`src/rtl/stopwatch_lap_timer.sv`:
```
// Stopwatch with lap display: MM:SS:cc BCD counter, debounced buttons,
// four-state controller (idle/run/paused/overflow) and registered 7-seg outputs.
module stopwatch_lap_timer #(
  parameter int unsigned CLK_HZ          = 50000000,
  parameter int unsigned TICK_HZ         = 100,
  parameter int unsigned DEBOUNCE_CYCLES = 500000,
  parameter int unsigned MAX_MINUTES     = 99
) (
  input  logic       CLK,
  input  logic       reset,
  input  logic       start_stop,
  input  logic       hold,
  input  logic       lap,
  output logic [6:0] Hex1,
  output logic [6:0] Hex2,
  output logic [6:0] Hex3,
  output logic [6:0] Hex4,
  output logic [6:0] Hex5,
  output logic [6:0] Hex6,
  output logic       CLK_ind,
  output logic       Overflow,
  output logic       lap_active,
  output logic [8:0] OtherLED
);

  localparam int unsigned Div  = CLK_HZ / TICK_HZ;
  localparam int unsigned PscW = (Div > 1) ? $clog2(Div) : 1;
  localparam int unsigned DbW  = $clog2(DEBOUNCE_CYCLES + 1);

  localparam logic [PscW-1:0] PscLast = PscW'(Div - 1);
  localparam logic [DbW-1:0]  DbLast  = DbW'(DEBOUNCE_CYCLES - 1);
  localparam logic [23:0]     CntTerm = {4'(MAX_MINUTES / 10), 4'(MAX_MINUTES % 10),
                                         4'd5, 4'd9, 4'd9, 4'd9};

  typedef enum logic [1:0] {StIdle, StRun, StPaused, StOvf} state_e;

  // Button index: 0 = start_stop, 1 = hold, 2 = lap. All active-low.
  logic [2:0]     raw;
  logic [2:0]     sync1_q, sync2_q, db_q, db_prev_q, press_q;
  logic [DbW-1:0] db_cnt_q [3];

  assign raw = {lap, hold, start_stop};

  // Synchronise, debounce and turn debounced falling edges into one-cycle press pulses.
  always_ff @(posedge CLK) begin
    if (reset) begin
      sync1_q   <= 3'b111;
      sync2_q   <= 3'b111;
      db_q      <= 3'b111;
      db_prev_q <= 3'b111;
      press_q   <= 3'b000;
      for (int i = 0; i < 3; i++) db_cnt_q[i] <= '0;
    end else begin
      sync1_q   <= raw;
      sync2_q   <= sync1_q;
      db_prev_q <= db_q;
      press_q   <= db_prev_q & ~db_q;
      for (int i = 0; i < 3; i++) begin
        if (sync2_q[i] == db_q[i]) begin
          db_cnt_q[i] <= '0;
        end else if (db_cnt_q[i] == DbLast) begin
          db_q[i]     <= sync2_q[i];
          db_cnt_q[i] <= '0;
        end else begin
          db_cnt_q[i] <= db_cnt_q[i] + 1'b1;
        end
      end
    end
  end

  logic ss_press, lap_press, hold_rel;
  assign ss_press  = press_q[0];
  assign lap_press = press_q[2];
  assign hold_rel  = db_q[1];  // 1 = hold not pressed, counting allowed

  // Digit-wise BCD increment of {m1,m0,s1,s0,c1,c0}; caller guarantees not at terminal.
  function automatic logic [23:0] bcd_inc(input logic [23:0] v);
    logic [23:0] r;
    r = v;
    if (r[3:0] != 4'd9) r[3:0] = r[3:0] + 4'd1;
    else begin
      r[3:0] = 4'd0;
      if (r[7:4] != 4'd9) r[7:4] = r[7:4] + 4'd1;
      else begin
        r[7:4] = 4'd0;
        if (r[11:8] != 4'd9) r[11:8] = r[11:8] + 4'd1;
        else begin
          r[11:8] = 4'd0;
          if (r[15:12] != 4'd5) r[15:12] = r[15:12] + 4'd1;
          else begin
            r[15:12] = 4'd0;
            if (r[19:16] != 4'd9) r[19:16] = r[19:16] + 4'd1;
            else begin
              r[19:16] = 4'd0;
              r[23:20] = r[23:20] + 4'd1;
            end
          end
        end
      end
    end
    return r;
  endfunction

  function automatic logic [6:0] seg7(input logic [3:0] d);
    case (d)
      4'd0:    return 7'b1000000;
      4'd1:    return 7'b1111001;
      4'd2:    return 7'b0100100;
      4'd3:    return 7'b0110000;
      4'd4:    return 7'b0011001;
      4'd5:    return 7'b0010010;
      4'd6:    return 7'b0000010;
      4'd7:    return 7'b1111000;
      4'd8:    return 7'b0000000;
      4'd9:    return 7'b0010000;
      default: return 7'b1111111;
    endcase
  endfunction

  state_e          state_q, state_d;
  logic [PscW-1:0] psc_q, psc_d;
  logic [23:0]     cnt_q, cnt_d, lap_q, lap_d;
  logic            lap_act_q, lap_act_d;
  logic            tick;
  logic [6:0]      hex_q [6];
  logic            clk_ind_q;
  logic [23:0]     disp;

  assign tick = (state_q == StRun) && (psc_q == PscLast);

  // Next-state: controller, prescaler, counter and lap latch.
  always_comb begin
    state_d   = state_q;
    psc_d     = psc_q;
    cnt_d     = cnt_q;
    lap_d     = lap_q;
    lap_act_d = lap_act_q;
    case (state_q)
      StIdle: begin
        if (ss_press) begin
          state_d = StRun;
          psc_d   = '0;
        end
      end
      StRun: begin
        psc_d = tick ? '0 : psc_q + 1'b1;
        // The overflow tick swallows any coincident button press.
        if (tick && hold_rel && (cnt_q == CntTerm)) begin
          state_d = StOvf;
        end else begin
          if (tick && hold_rel) cnt_d = bcd_inc(cnt_q);
          if (ss_press) begin
            state_d = StPaused;
          end else if (lap_press) begin
            if (!lap_act_q) begin
              lap_d     = cnt_q;  // pre-increment value on a coincident tick
              lap_act_d = 1'b1;
            end else begin
              lap_act_d = 1'b0;
            end
          end
        end
      end
      StPaused: begin
        if (ss_press) begin
          state_d = StRun;
        end else if (lap_press) begin
          state_d   = StIdle;
          cnt_d     = '0;
          lap_act_d = 1'b0;
        end
      end
      StOvf: begin
        if (lap_press) begin
          state_d   = StIdle;
          cnt_d     = '0;
          lap_act_d = 1'b0;
        end
      end
      default: state_d = StIdle;
    endcase
  end

  assign disp = lap_act_q ? lap_q : cnt_q;

  // State registers plus registered segment decode and run indicator.
  always_ff @(posedge CLK) begin
    if (reset) begin
      state_q   <= StIdle;
      psc_q     <= '0;
      cnt_q     <= '0;
      lap_q     <= '0;
      lap_act_q <= 1'b0;
      clk_ind_q <= 1'b0;
      for (int i = 0; i < 6; i++) hex_q[i] <= 7'b1000000;
    end else begin
      state_q   <= state_d;
      psc_q     <= psc_d;
      cnt_q     <= cnt_d;
      lap_q     <= lap_d;
      lap_act_q <= lap_act_d;
      clk_ind_q <= (state_q == StRun) && (cnt_q[7:4] < 4'd5);
      for (int i = 0; i < 6; i++) hex_q[i] <= seg7(disp[23-4*i -: 4]);
    end
  end

  assign Hex1       = hex_q[0];
  assign Hex2       = hex_q[1];
  assign Hex3       = hex_q[2];
  assign Hex4       = hex_q[3];
  assign Hex5       = hex_q[4];
  assign Hex6       = hex_q[5];
  assign CLK_ind    = clk_ind_q;
  assign Overflow   = (state_q == StOvf);
  assign lap_active = lap_act_q;
  assign OtherLED   = '0;

endmodule

```
`config.mk`:
```
export PLATFORM = sky130hd
export DESIGN_NAME = stopwatch_lap_timer
export DESIGN_NICKNAME = d
export VERILOG_FILES = /design/src/rtl/stopwatch_lap_timer.sv
export SDC_FILE = /design/constraint.sdc
export NUM_CORES = 1
export LEC_CHECK = 0
export CORE_UTILIZATION = 45
export DETAILED_ROUTE_END_ITERATION = 10
export PLACE_DENSITY_LB_ADDON = 0.12
export SLEW_MARGIN = 40
export SYNTH_ARGS = -nofsm -noshare
export SYNTH_HDL_FRONTEND = slang
export SYNTH_SLANG_ARGS = --single-unit
```
`constraint.sdc`:
```
create_clock -name CLK -period 7.7 [get_ports CLK]
set_input_delay 1.155 -clock CLK [delete_from_list [all_inputs] [get_ports CLK]]
set_output_delay 1.155 -clock CLK [all_outputs]
set_load 0.03 [all_outputs]
```
==> results.txt, run 1 <==
----------------------------------------------------
[Logic synthesis]
  Synth top area share ... 27.1%
  Ys async rst share ... 0%
  Post-synth EDFFs ... 57
  Primary FF master, synth ... sky130_fd_sc_hd__dfxtp_1
  Commonest cells in the synthesized netlist ... 145 x sky130_fd_sc_hd__nor2_1, 126 x sky130_fd_sc_hd__dfxtp_1, 95 x sky130_fd_sc_hd__nand2_1
  Unique masters post-synth ... 62
  Cell accounting for the most synthesized area ... sky130_fd_sc_hd__dfxtp_1
  Number of instances in the synthesized netlist ... between 1000 and 1500
  Synthesized flop and latch total ... 183
  Mapped cell area ... 9320 µm²
  Synth Warn # ... 0
  Synth area leaders ... sky130_fd_sc_hd__dfxtp_1 27%, sky130_fd_sc_hd__edfxtp_1 18%, sky130_fd_sc_hd__ha_1 6.3%
  Sequential fraction of the synthesis area ... 45.4%
  Synthesized area divided by synthesized cell count ... 9.21 µm²
  Most frequent cell after synthesis ... sky130_fd_sc_hd__nor2_1

[Global routing]
  GR Layer Usage met2 ... 28.9%
  Met3 track demand over resource ... under 10%
  Vias in the first global route ... around 6600
  GRT overflow ... 0
  Antenna violations before repair ... 0
  Total global routing track utilization ... between 10% and 20%
  Most used routing layer in global routing ... met2
  GR Util met1 ... 23.3%
  Maximum number of pins on one net before global-route repair ... 68
  Wire length of the first global-routing pass ... 30900 µm

[Setup path]
  Worst endpoint required time ... 6.55 ns
  Crit. End Element ... output pin
  Critical path data arrival time ... between 2 and 2.5 ns
  Maximum fanout encountered on the critical timing path ... 25
  CP Class ... reg -> out
  Launching element type of the critical path ... flop

[Drt]
  Detailed Route Iter0 Violations ... 430
  Via count ... 7120
  # DRC ... 0
  Detailed Routing Iterations Pass 1 ... 5
  Vias/cell ... 5.15
  Routed Wire Length ... 18100 µm
  Remaining number of nets flagged by the antenna check after routing ... 0
  Routed length per instance ... 13.1 µm

[Pwr]
  Power Internal ... 1540 µW
  Post-layout power ... 1980 µW
  Sequential fraction of design power ... 51.6%
  Switching share of total power ... 22.3%
  Logic pwr share ... 2.4%
  Power Density ... 183 nW/µm²
  Power dissipated by switching net loads ... about 440 µW
  Maximum resistive drop on vdd ... 156 µV
  Fraction of power consumed by the clock network ... 46.0%
  Leak pwr ... 0.00392 µW

[Job]
  Number of max-cap violations ... 0

[Final layout]
  Share of layout cells above drive strength 1 ... 7.55%
  Final nets ... 1152
  # diodes ... 0
  Area delta synth->final ... 15.7%

[Die]
  Y dimension of the die ... 146 µm
  Horizontal extent of the die ... around 150 µm
  Area enclosed by the die boundary ... between 20000 and 25000 µm²
  Floorplan Core Area ... just over 20000 µm²
  Effective utilization at floorplan ... a little under half
  Row count ... 52
  Boundary Pins ... 59

[Clocking]
  Post-CTS Resized ... 0
  TritonCTS clock tree ... done
  Total number of clock tree sinks ... 183
  Number of setup buffers added after CTS ... 0
  Clock insertion delay at the later pin of the skew report ... 0.43 ns
  CTS root buf ... sky130_fd_sc_hd__clkbuf_16
  Total clock buffers created by CTS ... 17
  Hold bufs inserted after CTS ... 0
  H-Tree Level Count ... 4
  Maximum clock insertion buffer count ... 2
  Clk slew on worst S/H paths ... about 0.06 ns

[Timing]
  Timing-limited maximum frequency ... just under 300 MHz
  Slew at the pin closest to its max-slew limit ... 0.797 ns
  Total of endpoints with negative setup slack in the final report ... 0
  Post-Route Setup TNS ... 0 ns
  Number of pins with negative max-slew slack in the final report ... 0
  Slew margin rel. ... a little under half
  Final setup skew ... 0.0112 ns
  Time the worst path needs with I/O delays and setup ... about 3.4 ns
  Number of hold-slack violations in the final timing report ... 0
  Tcrit/Tclk final ... 43.8%
  Final hold slack ... 0.413 ns
  Unrepaired setup endpoints after global routing ... no

[Placement]
  Gpl congestion ... 0.807
  Estimated wirelength of the detail-placed design ... 12300 µm
  IO Port Bufs ... 49

[Worst hold path]
  Path type of the worst min-delay path ... reg -> reg

[Status]
  Outcome ... complete, no violations

----------------------------------------------------
per-layer routing:
metal,routed length [µm],share of wire (%),up-vias
met5,0,0,-
met4,182,1.0,0
met3,502,2.8,13
met2,8330,46,79
met1,9100,50,3341
li1,-,-,3687
through the flow:
step / area [µm²] / instances / worst slack, ns / utilization, %
floorplan: 9560 / 1076 / 4.94 / -
global placement: 10200 / 1351 / 4.78 / 50.1
detailed placement: 10200 / 1351 / 4.77 / 50.1
CTS: 10800 / 1383 / 4.34 / 53.2
global route: 10800 / 1383 / 4.28 / 53.2
finish: 10800 / 1383 / 4.33 / 53.2
path summary, 6_finish.rpt:
path / slack, ns / to / from / cells after the start
worst min-delay path: 0.41 / press_q[2] / db_prev_q[2] / 2
worst max register to register: 4.74 / cnt_q[10] / state_q[1] / 6
worst max-delay path: 4.33 / Overflow / state_q[1] / 2
worst min register to register: 0.41 / press_q[2] / db_prev_q[2] / 2
critical path, cell delays in order (launching register included):
cell and delay [ns]:
sky130_fd_sc_hd__dfxtp_1 0.84, sky130_fd_sc_hd__and2_1 0.27, sky130_fd_sc_hd__clkdlybuf4s50_1 0.68
cell type report:
type,instances,area (µm²)
tap,270,338
timing repair buffer,54,526
sequential,183,4240
multi-input combinational,809,4930
clock buffer,21,504
inverter,35,131
clock inverter,11,121
fill,1908,9510
sequential cells by signal (all words and copies together), names as in the netlist:
name,count
lap_q,24
hex_q,42
lap_active,1
db_cnt_q,57
sync2_q,3
db_q,3
psc_q,19
CLK_ind,1
db_prev_q,2
cnt_q,24
sync1_q,3
state_q,2
press_q,2
layout by cell type, fill, tap and decap left out, drive strengths merged, types with 5 or more instances in the layout:
cell type,netlist,layout
dfxtp,126,126
o21ai,51,51
nor4,12,12
xnor2,17,17
nor2,145,145
clkbuf,28,21
mux2i,25,25
nand3,38,38
or3,16,16
mux2,11,11
o211ai,5,5
and4,5,5
nand2,95,95
xor2,38,38
conb,2,66
clkdlybuf4s50,0,48
or4,10,10
a31oi,5,5
ha,47,47
nand3b,9,9
inv,35,43
and3,12,12
nor3,15,15
edfxtp,57,57
nand4,17,17
and2,5,5
o21a,9,9
a221oi,5,5
a21oi,61,61
nor4b,7,7
or2,16,16
a211oi,26,26
buf,21,6
power groups by stage:
stage | clock network (µW) | logic (µW) | registers [µW]
finish | 909 | 47.3 | 1020
global route | 974 | 53.3 | 1020
CTS | 935 | 47.1 | 1020
detailed placement | 0 | 46.9 | 1040
global placement | 0 | 47.1 | 1040
floorplan | 0 | 41.2 | 1040
logic make-up (layout without fill, tap and decap cells):
group           count (synthesis)  after routing  synth area share, %
simple gates                  416            416                 21.8
compound gates                189            189                 13.0
flops                         183            183                 45.4
buf+inv                        84            121                 4.23
xor+xnor                       55             55                 5.17
fa+ha+maj                      47             47                 6.31
mux                            36             36                 4.01
other cells                     2             66               0.0806
Power figures use the tool's default switching activity.
==> run 2, diff against run 1 <==
clock period = 3.3 ns   (was 7.7 ns; I/O delays follow)
==> run 2 against run 1 <==
Compared with the run above: count of clock-buffer cells in the layout decreased by 1; worst hold slack about the same; via count decreased by 1.1%; register-to-register slack worse by 4.1 ns; utilization increased by 0.080 points; combinational power rose by 130%; sequential share of layout area shrank 0.059 points; largest cell class unchanged; largest power group unchanged; highest routed layer unchanged.
==> results.txt, run 2 (same netlist as run 1, synthesis figures left out) <==
----------------------------------------------------
[Final layout]
  Commonest non-fill, non-tap cells in the layout ... 145 x sky130_fd_sc_hd__nor2_1, 125 x sky130_fd_sc_hd__dfxtp_1, 95 x sky130_fd_sc_hd__nand2_1, 66 x sky130_fd_sc_hd__conb_1, 61 x sky130_fd_sc_hd__a21oi_1
  Post-route non-filler standard cell count ... about 1400
  Largest register by flop count ... db_cnt_q
  Most frequent standard cell in the layout excluding fill and tap cells ... sky130_fd_sc_hd__nor2_1
  Final nets ... 1157
  Area delta synth->final ... 15.9%
  # diodes ... 0
  Share of layout cells above drive strength 1 ... roughly 8%
  Number of flip-flops in the largest register ... 57
  Final core occ ... approximately 53%
  Largest registers ... db_cnt_q x57, hex_q x42

[Pwr]
  Power dissipated by switching net loads ... 993 µW
  Sequential fraction of design power ... approximately 52%
  Power Internal ... 3580 µW
  Leak pwr ... about 0.004 µW
  Switching share of total power ... between 20% and 30%
  Logic pwr share ... 2.4%
  Maximum resistive drop on vdd ... 349 µV
  Fraction of power consumed by the clock network ... 45.5%
  Power Density ... about 420 nW/µm²

[Timing]
  Post-Route Setup TNS ... 0 ns
  Final setup skew ... 0.00898 ns
  Time the worst path needs with I/O delays and setup ... between 2 and 3 ns
  Timing-limited maximum frequency ... 379 MHz
  Slew at the pin closest to its max-slew limit ... 0.677 ns
  Slew margin rel. ... 53.6%
  Number of pins with negative max-slew slack in the final report ... 0
  Number of hold-slack violations in the final timing report ... 0
  Tcrit/Tclk final ... 79.9%
  Total of endpoints with negative setup slack in the final report ... 0
  Unrepaired setup endpoints after global routing ... no

[Setup path]
  Launching element type of the critical path ... flop
  Cell with the largest stage delay on the worst path ... sky130_fd_sc_hd__dfxtp_2
  Top cell family by delay on the critical path ... buffers and inverters
  CP Buf/Inv Count ... 2
  Ordered cell list for the critical path ... buf_4 -> clkdlybuf4s50_1
  Maximum fanout encountered on the critical timing path ... 23
  Crit. End Element ... output pin
  Critical path data arrival time ... 2.14 ns
  Worst endpoint required time ... 2.80 ns
  CP Class ... reg -> out
  Highest cell delay on the worst timing path ... 0.77 ns

[Global routing]
  GR Util met1 ... a little under a quarter
  Total global routing track utilization ... 17.7%
  Most used routing layer in global routing ... met2
  Met3 track demand over resource ... 3.20%
  GRT overflow ... 0
  Maximum number of pins on one net before global-route repair ... 58
  GR Layer Usage met2 ... 29.1%
  Vias in the first global route ... approximately 6700
  Antenna violations before repair ... 0
  Wire length of the first global-routing pass ... 31000 µm

[Die]
  Floorplan Core Area ... 20300 µm²
  Horizontal extent of the die ... 146 µm
  Area enclosed by the die boundary ... 21300 µm²
  Boundary Pins ... 59
  Row count ... 52
  Effective utilization at floorplan ... 45.9%
  Y dimension of the die ... about 150 µm

[Status]
  Outcome ... complete, no violations

[Clocking]
  Total clock buffers created by CTS ... 17
  Post-CTS Resized ... 0
  Number of setup buffers added after CTS ... 0
  Total number of clock tree sinks ... 183
  Maximum clock insertion buffer count ... 2
  Hold bufs inserted after CTS ... 0
  CTS root buf ... sky130_fd_sc_hd__clkbuf_16
  H-Tree Level Count ... 4
  Clock insertion delay at the later pin of the skew report ... 0.43 ns
  Clk slew on worst S/H paths ... 0.07 ns
  TritonCTS clock tree ... done

[Drt]
  Routed length per instance ... 12.9 µm
  Routed Wire Length ... 17900 µm
  Detailed Routing Iterations Pass 1 ... 5
  Detailed Route Iter0 Violations ... 347
  Vias/cell ... between 5 and 6
  Remaining number of nets flagged by the antenna check after routing ... 0
  # DRC ... 0
  Via count ... 7043

[Worst hold path]
  Path type of the worst min-delay path ... reg -> reg

[Job]
  Number of max-cap violations ... 0

[Placement]
  Gpl congestion ... 0.762
  IO Port Bufs ... 49
  Number of cells after detailed placement ... around 1400
  Estimated wirelength of the detail-placed design ... 12400 µm

----------------------------------------------------
-- run 2: cell types whose count changed in the layout (fill, tap and decap cells not counted), sizes merged --
| cell | previous run | this run |
|---|---|---|
| buf | 6 | 11 |
| bufinv | 1 | 2 |
| clkbuf | 21 | 20 |
| clkinv | 1 | 2 |
| inv | 43 | 42 |
-- run 2: path summary, 6_finish.rpt --
path | start | endpoint | slack, ns | cells past startpoint
setup / recovery | lap_active | lap_active | 0.66 | 2
hold / removal | db_prev_q[2] | press_q[2] | 0.41 | 2
setup reg to reg | cnt_q[0] | lap_q[16] | 0.69 | 6
hold reg to reg | db_prev_q[2] | press_q[2] | 0.41 | 2
-- run 2: per-layer routing --
layer / up-vias / wire [µm]
met2: 75 / 8290
met4: 0 / 224
li1: 3693 / -
met3: 13 / 452
met1: 3262 / 8970
met5: - / 0
-- run 2: worst reg2reg max path, cell delays in order (launching register included) --
cell and delay, ns:
sky130_fd_sc_hd__dfxtp_1 0.42, sky130_fd_sc_hd__ha_1 0.18, sky130_fd_sc_hd__nand3b_1 0.12, sky130_fd_sc_hd__or4_4 0.51
sky130_fd_sc_hd__or4_4 0.55, sky130_fd_sc_hd__and4_4 0.40, sky130_fd_sc_hd__a211oi_1 0.33
-- run 2: layout make-up --
cell class / count / area [µm²]
well taps: 270 / 338
inverters: 35 / 131
clock buffers: 20 / 469
clock inverters: 12 / 135
multi-input cells: 809 / 4930
repair buffers: 59 / 563
flip-flops and latches: 183 / 4240
fillers: 1930 / 9490
-- run 2: power by group through the flow --
stage | clock [µW] | sequential [µW] | combinational [µW]
after floorplan | 0 | 2420 | 96.2
after global placement | 0 | 2430 | 110
after detailed placement | 0 | 2430 | 109
after CTS | 2140 | 2380 | 110
after global routing | 2230 | 2390 | 124
final | 2080 | 2380 | 110
-- run 2: through the flow --
stage	instance area (µm²)	hold slack (ns)	power [µW]	setup WS [ns]
after floorplan	9560	0.389	2520	0.538
after global placement	10200	0.402	2540	0.735
after detailed placement	10200	0.398	2540	0.712
after CTS	10800	0.413	4640	0.651
after global routing	10800	0.419	4740	0.516
final	10800	0.413	4570	0.664
==> run 3, diff against run 2 <==
clock period = 2.4 ns   (was 3.3 ns; I/O delays follow)
==> run 3 against run 2 <==
Compared with the run above: clock power grew 25%; die area is the same; worst setup slack lost 0.64 ns; via count grew 4.4%; global-route usage grew 1.1 points; worst hold slack lost 0.16 ns; clock skew grew 0.0028 ns; sequential power grew 38%; combinational power grew 46%; routed wire length grew 7.0%; cell area grew 4.5%.
==> results.txt, run 3 (same netlist as run 1, synthesis figures left out) <==
----------------------------------------------------
[Status]
  Outcome ... complete, no violations

[Worst hold path]
  Depth of the worst hold-timing path ... 2
  Critical hold path startpoint ... reset
  Path type of the worst min-delay path ... in -> reg
  Hold worst-path end ... sync2_q[2]

[Clocking]
  Total clock buffers created by CTS ... 17
  Hold bufs inserted after CTS ... 0
  Clock insertion delay at the later pin of the skew report ... 0.43 ns
  Clk slew on worst S/H paths ... 0.07 ns
  H-Tree Level Count ... 4
  Total number of clock tree sinks ... 183
  TritonCTS clock tree ... done
  Maximum clock insertion buffer count ... 2
  CTS root buf ... sky130_fd_sc_hd__clkbuf_16

[Die]
  Effective utilization at floorplan ... a little under half
  Horizontal extent of the die ... 146 µm
  Row count ... 52
  Area enclosed by the die boundary ... 21300 µm²
  Boundary Pins ... 59
  Floorplan Core Area ... 20300 µm²
  Y dimension of the die ... between 100 and 150 µm

[Timing]
  Final setup skew ... 0.0118 ns
  Timing-limited maximum frequency ... ~420 MHz
  Unrepaired setup endpoints after global routing ... yes
  Time the worst path needs with I/O delays and setup ... 2.38 ns
  Number of hold-slack violations in the final timing report ... 0
  Slew margin rel. ... 53.6%
  Final hold slack ... 0.253 ns
  Slew at the pin closest to its max-slew limit ... ~0.68 ns
  Tcrit/Tclk final ... 99.0%
  Total of endpoints with negative setup slack in the final report ... 0
  Number of pins with negative max-slew slack in the final report ... 0

[Global routing]
  Total global routing track utilization ... 18.8%
  Maximum number of pins on one net before global-route repair ... 68
  Antenna violations before repair ... 0
  GRT overflow ... 0
  Wire length of the first global-routing pass ... between 30000 and 40000 µm
  Vias in the first global route ... 7020

[Drt]
  Detailed Route Iter0 Violations ... 334
  Via count ... 7352
  Remaining number of nets flagged by the antenna check after routing ... 0
  # DRC ... 0
  Vias/cell ... 5.10
  Routed Wire Length ... 19200 µm
  Detailed Routing Iterations Pass 1 ... 4
  Routed length per instance ... around 13 µm

[Setup path]
  Top cell family by delay on the critical path ... simple AND/OR/NAND/NOR gates
  Most frequent cell on the critical path ... sky130_fd_sc_hd__or4_4
  Worst R2R Start ... cnt_q[1]
  CP Buf/Inv Count ... 1
  Worst R2R Path Depth ... 8
  Critical path data arrival time ... 2.67 ns
  Ordered cell list for the critical path ... inv_2 -> ha_4 -> nand3b_1 -> or4_4 -> or4_4 -> and4_2 -> nor2_1 -> a211oi_2
  Crit. End Element ... flop
  Cell with the largest stage delay on the worst path ... sky130_fd_sc_hd__or4_4
  CP Class ... reg -> reg
  Worst setup slack for register-to-register paths ... about 0.025 ns
  Launching element type of the critical path ... flop
  Worst endpoint required time ... between 2 and 3 ns
  Reg2Reg Capture Point ... lap_q[7]
  Highest cell delay on the worst timing path ... ~0.53 ns
  Maximum fanout encountered on the critical timing path ... 12

[Final layout]
  Fillers ... 1909
  Commonest non-fill, non-tap cells in the layout ... 145 x sky130_fd_sc_hd__nor2_1, 121 x sky130_fd_sc_hd__dfxtp_1, 93 x sky130_fd_sc_hd__nand2_1, 66 x sky130_fd_sc_hd__conb_1, 58 x sky130_fd_sc_hd__a21oi_1
  Largest register by flop count ... db_cnt_q
  Largest registers ... db_cnt_q x57, hex_q x42
  Share of layout cells above drive strength 1 ... about 14%
  Most frequent standard cell in the layout excluding fill and tap cells ... sky130_fd_sc_hd__nor2_1
  Number of flip-flops in the largest register ... 57
  Final nets ... 1210
  Area delta synth->final ... 21.2%
  Post-route non-filler standard cell count ... roughly 1400
  # diodes ... 0
  Final core occ ... between 50% and 60%

[Pwr]
  Leak pwr ... 0.00423 µW
  Power Density ... 535 nW/µm²
  Maximum resistive drop on vdd ... 490 µV
  Post-layout power ... ~6000 µW

[Placement]
  Number of cells after detailed placement ... 1404
  Gpl congestion ... about 0.8
  IO Port Bufs ... 49
  Estimated wirelength of the detail-placed design ... 13000 µm

[Job]
  Number of max-cap violations ... 0

----------------------------------------------------
-- run 3: worst max path at each step --
stage | start | slack [ns] | cells after the start | to
5_1_grt | cnt_q[1] | -0.06 | 9 | cnt_q[2]
3_5_place_dp | psc_q[14] | -0.09 | 8 | lap_q[19]
2_1_floorplan | state_q[0] | -0.03 | 11 | lap_q[14]
4_1_cts | psc_q[14] | 0.0003 | 10 | cnt_q[23]
6_report | cnt_q[1] | 0.02 | 8 | lap_q[7]
3_3_place_gp | psc_q[14] | -0.03 | 8 | lap_q[11]
-- run 3: metal layers --
layer | share of wire (%) | GRT usage (%) | vias up | routed length, µm
met3 | 2.9 | 3.79 | 14 | 564
met2 | 47 | 31.5 | 81 | 9030
met4 | 1.0 | 5.63 | 0 | 197
met1 | 49 | 24.4 | 3444 | 9400
met5 | 0 | 0 | - | 0
li1 | - | - | 3813 | -
-- run 3: area by class of cell --
class / count / area (µm²) / share of cell area [%]
clock buffer: 21 / 472 / 4.18
sequential: 183 / 4240 / 37.5
tap: 270 / 338 / 2.99
clock inverter: 11 / 71.3 / 0.631
timing repair buffer: 110 / 995 / 8.81
inverter: 35 / 131 / 1.16
multi-input combinational: 811 / 5050 / 44.7
-- run 3: what timing repair did --
item                       4_1_cts  5_1_grt
gates cloned                     1        1
resized for setup                3       21
buffers inserted                 1        2
pin swaps                        1        6
setup endpoints to repair       35       50
-- run 3: through the flow --
stage	instance area, µm²	setup TNS, ns	setup slack (ns)
2_1_floorplan	9590	-0.346	-0.0318
3_3_place_gp	10600	-0.391	-0.0324
3_5_place_dp	10600	-1.52	-0.0873
4_1_cts	11200	0	0.000255
5_1_grt	11300	-0.888	-0.0648
6_report	11300	0	0.0249
-- run 3: power breakdown --
part | internal, µW | switching (µW) | leakage [µW] | total [µW]
sequential | 3230 | 44.4 | 0.00161 | 3280
combinational | 50.6 | 111 | 0.00234 | 161
clock | 1420 | 1190 | 0.000277 | 2610
